## config.mk

```make
export PLATFORM = sky130hd
export DESIGN_NAME = ccr_unit
export DESIGN_NICKNAME = d
export VERILOG_FILES = /design/src/rtl/ccr_unit.sv
export SDC_FILE = /design/constraint.sdc
export NUM_CORES = 1
export LEC_CHECK = 0
export ABC_AREA = 1
export BUFFER_PORTS_ARGS = -buffer_cell sky130_fd_sc_hd__buf_2
export CAP_MARGIN = 5
export CORE_UTILIZATION = 47
export DETAILED_ROUTE_END_ITERATION = 12
export PLACE_DENSITY = 0.8
export SLEW_MARGIN = 25
export SYNTH_ARGS = -nofsm -noshare
export SYNTH_HDL_FRONTEND = slang
export SYNTH_SLANG_ARGS = --single-unit
```

## constraint.sdc

```tcl
create_clock -name CLK -period 1.6 [get_ports CLK]
set_input_delay 0.08 -clock CLK [delete_from_list [all_inputs] [get_ports CLK]]
set_output_delay 0.08 -clock CLK [all_outputs]
set_load 0.02 [all_outputs]
```

## src/rtl/ccr_unit.sv

```systemverilog
// ccr_unit: 68k-style condition-code register fed by a registered ALU.
// Follows each issued op through the ALU latency and merges its flags on retire.
module ccr_unit #(
   parameter int         LATENCY   = 1,        // 1..4 cycles from issue to ALU flags
   parameter logic [4:0] RESET_CCR = 5'b00000  // {X,N,Z,V,C}
) (
   input  logic       CLK,
   input  logic       RESET_N,
   input  logic       OP_VALID,
   input  logic [4:0] OP_MASK,
   input  logic       OP_ZSTICKY,
   input  logic       FLUSH,
   input  logic       ALU_C,
   input  logic       ALU_Z,
   input  logic       ALU_V,
   input  logic       ALU_N,
   input  logic       WR_EN,
   input  logic [4:0] WR_DATA,
   input  logic [3:0] COND,
   output logic [4:0] CCR,
   output logic       BUSY,
   output logic       COND_TRUE
);

   logic [LATENCY-1:0] vld_p;
   logic [LATENCY-1:0] zsticky_p;
   logic [4:0]         mask_p [LATENCY];
   logic               retire;
   logic [4:0]         ccr_next;

   function automatic logic [4:0] merge_flags(
      input logic [4:0] ccr,
      input logic [4:0] mask,
      input logic       zsticky,
      input logic       c,
      input logic       z,
      input logic       v,
      input logic       n
   );
      logic [4:0] res;
      res = ccr;
      if (mask[4]) res[4] = c;
      if (mask[3]) res[3] = n;
      // Sticky Z lets a multi-word result be zero only if every word was zero.
      if (mask[2]) res[2] = zsticky ? (ccr[2] & z) : z;
      if (mask[1]) res[1] = v;
      if (mask[0]) res[0] = c;
      return res;
   endfunction

   function automatic logic eval_cond(input logic [3:0] cond, input logic [4:0] ccr);
      logic n, z, v, c, r;
      n = ccr[3];
      z = ccr[2];
      v = ccr[1];
      c = ccr[0];
      r = 1'b0;
      case (cond)
         4'd0:  r = 1'b1;
         4'd1:  r = 1'b0;
         4'd2:  r = ~c & ~z;
         4'd3:  r = c | z;
         4'd4:  r = ~c;
         4'd5:  r = c;
         4'd6:  r = ~z;
         4'd7:  r = z;
         4'd8:  r = ~v;
         4'd9:  r = v;
         4'd10: r = ~n;
         4'd11: r = n;
         4'd12: r = n ~^ v;
         4'd13: r = n ^ v;
         4'd14: r = ~z & (n ~^ v);
         default: r = z | (n ^ v);
      endcase
      return r;
   endfunction

   assign retire    = vld_p[LATENCY-1];
   assign BUSY      = |vld_p;
   assign COND_TRUE = eval_cond(COND, CCR);
   assign ccr_next  = merge_flags(CCR, mask_p[LATENCY-1], zsticky_p[LATENCY-1],
                                  ALU_C, ALU_Z, ALU_V, ALU_N);

   // Descriptor pipeline: valid bits are control, mask/sticky are data.
   always_ff @(posedge CLK or negedge RESET_N) begin
      if (!RESET_N) begin
         vld_p <= '0;
      end else if (FLUSH) begin
         vld_p <= '0;
      end else begin
         vld_p[0] <= OP_VALID;
         for (int i = 1; i < LATENCY; i++) vld_p[i] <= vld_p[i-1];
      end
   end

   always_ff @(posedge CLK) begin
      mask_p[0]    <= OP_MASK;
      zsticky_p[0] <= OP_ZSTICKY;
      for (int i = 1; i < LATENCY; i++) begin
         mask_p[i]    <= mask_p[i-1];
         zsticky_p[i] <= zsticky_p[i-1];
      end
   end

   // Retire stage: FLUSH beats WR_EN beats the retiring update.
   always_ff @(posedge CLK or negedge RESET_N) begin
      if (!RESET_N) begin
         CCR <= RESET_CCR;
      end else if (FLUSH) begin
         CCR <= CCR;
      end else if (WR_EN) begin
         CCR <= WR_DATA;
      end else if (retire) begin
         CCR <= ccr_next;
      end
   end

endmodule
```

==> flow_summary.toml <==
[critical_path]
r2r-start = "BUSY"
cp_max_fo = 5
start_kind = "flop"
arrival_ns = 1.45
endpoint = "COND_TRUE"
r2r_end = "CCR[0]"
worst_setup_path_end_kind = "primary output"
path_class = "reg2out"
startpoint = "CCR[1]"
rrSetupSlack_ns = 0.51
worst_ep_required_time_ns = 1.52
rr_worst_depth = 6

[global_route]
grt_pass1_wl_um = 2550
grt_pass1_vias = 661
overflow = 0
antenna_found_initial = 0
gr-usage-all-layers = 0.254
grt_max_degree = 12

[sta]
hold_violations = 0
worst_pin_slew_ns = 0.273
final-setup-viol-count = 0
max_slew_margin = 0.817
fin_worst_skew_ns = 0.0145
grt_setup_unrepaired = "no"
fin_crit_ns = 1.53
min_period_over_period = 0.958
report.final.slew_viol_count = 0
max_freq_ghz = 0.652
setup_tns_ns = 0

[placed_design]
globalplace.congestion = 0.733
placed_area_sq_um = 806
post-dp-hpwl_um = 1160
portBuffers = 30

[power]
p_sw_uw = 284
swShare = 0.336
vdd_drop_max_mv = 0.625
combPwrFrac = 0.348
power_frac_seq = 0.423
p_per_area_mw_per_mm2 = 880
internal_power_uw = 562
p_clk_frac = 0.229
power_leakage_nw = 0.528

[clock_tree]
clock-sinks = 12
insertion_delay_ns = 0.28
tritoncts = "yes"
cts-root-buf = "clkbuf_4"
htree_levels = 1
path_clk_slew_ns = 0.08
cts_buffer_depth = 2
cts-buffers-inserted = 3

[synth]
synth_common_cells = "nand2_1, nor2_1, inv_1"
synth-seq-cells = 12
synth_area_leader_cell = "dfrtp_1"
syn_area_per_cell_sq_um = 6.70
syn-cell-area_sq_um = 643
synthCells = 96
yosysMostFrequentCell = "nand2_1"
yosys_warnings = 0
synth.distinct_cells = 18
seq_area_frac_synth = 0.420
syn-num-nets = 120
yosys-top-cells-area = "dfrtp_1, dfxtp_1, nand2_1"
synthFlopType = "dfxtp_1"
async_reset_ff_frac = 0.500
synth_top_area_share = 0.233
synth_edf_count = 0

[floorplanning]
die_w_um = 39.0
fp.dieH_um = 39.0
initial_utilization = 0.542
die_area_sq_mm = 0.00152
coreArea_sq_mm = 0.00119
rows = 12
num_io_pins = 31

[run]
cap_violations = 0

[cells_and_area]
diodes = 0
nets = 166
postLayoutCellArea_sq_um = 961
drive_gt1_frac = 0.355
fill_cells = 81
area_growth_pct = 49.4

[worst_hold_path]
hold_path.class = "in2reg"
hp-start = "WR_DATA[4]"

[detailed_routing]
first_pass_iters = 4
drc = 0
post_drt_via_cell_ratio = 4.79
vias = 743
wl_per_cell_um = 10.8
drt_iter0_markers = 9
final_antenna_net_count = 0
routed_wl_um = 1670

[run_status]
status = "finished clean"
-- routing by layer --
layer  share of wire  wire, um  vias to the layer above  track usage
met3           0.043        71                        2       0.0520
li1                -         -                      393            -
met1            0.43       717                      326        0.285
met2            0.52       862                       22        0.446
met5               0         0                        -            0
met4          0.0096        16                        0        0.129
-- how the worst min path moves through the flow --
stage,slack (ns),end,depth (start not counted)
2_1_floorplan,-0.22,BUSY,0
3_3_place_gp,-0.09,CCR[1],1
3_5_place_dp,-0.09,CCR[1],1
4_1_cts,0.006,BUSY,3
5_1_grt,0.08,CCR[4],3
6_report,0.06,CCR[4],3
-- cell families (layout without fill, tap and decap cells) --
logic type / after synthesis / after routing / synth area share
muxes: 2 / 2 / 0.0311
buffers and inverters: 14 / 59 / 0.0837
and+or+nand+nor: 51 / 51 / 0.319
AOI/OAI and AO/OA: 17 / 17 / 0.146
DFF: 12 / 12 / 0.420
-- per-stage QoR --
| step | utilization | hold slack [ns] | std cells | worst slack (ns) | power (mW) |
|---|---|---|---|---|---|
| final | 0.810 | 0.0553 | 155 | 0.0669 | 0.846 |
| after global routing | 0.810 | 0.0835 | 155 | 0.00133 | 0.900 |
| after CTS | 0.769 | 0.00551 | 151 | 0.0574 | 0.804 |
| after detailed placement | 0.679 | -0.0873 | 139 | 0.372 | 0.598 |
| after global placement | 0.679 | -0.0897 | 139 | 0.409 | 0.591 |
| after floorplan | - | -0.216 | 96 | 0.342 | 0.509 |
-- state kept, by name (all words and copies together) (netlist names) --
register	flops
CCR	5
mask_p	5
BUSY	1
zsticky_p	1
-- power by group through the flow --
stage	Clock, mW	Combinational [mW]	Sequential, mW
5_1_grt	0.214	0.324	0.362
6_report	0.194	0.295	0.358
3_3_place_gp	0	0.228	0.363
3_5_place_dp	0	0.234	0.364
2_1_floorplan	0	0.119	0.390
4_1_cts	0.197	0.250	0.357
-- area by class of cell --
type | count | area (sq um) | share of cell area
Clock buffer | 4 | 26.3 | 0.0273
Inverter | 13 | 48.8 | 0.0508
Multi-Input combinational cell | 70 | 333 | 0.346
Sequential cell | 12 | 270 | 0.281
Tap cell | 14 | 17.5 | 0.0182
Timing Repair Buffer | 42 | 265 | 0.276
-- cells in the final DEF (no fill, tap or decap), drive strengths merged --
cell type,Yosys,routed
a21oi,5,5
a31oi,2,2
and2,1,1
buf,1,33
clkbuf,0,4
dfrtp,6,6
dfxtp,6,6
dlygate4sd3,0,9
inv,13,13
mux2i,2,2
nand2,28,28
nand3,3,3
nor2,19,19
o211ai,1,1
o21ai,9,9
-- critical path, stage by stage (launching register included) --
cell and delay, ns:
dfrtp_1 0.42, inv_2 0.08, nand2_2 0.05, and2_4 0.14, nor2_2 0.10, nor2_1 0.04, nor2_1 0.13, a21oi_2 0.07
buf_4 0.15
-- repair_timing --
item | CTS | global route
endpoints found under the setup margin | 0 | 1
resized for setup | 0 | 8
setup buffers | 0 | 3
hold endpoints to repair | 13 | 1
hold buffers | 8 | 1
(Power assumes the default switching activity.)
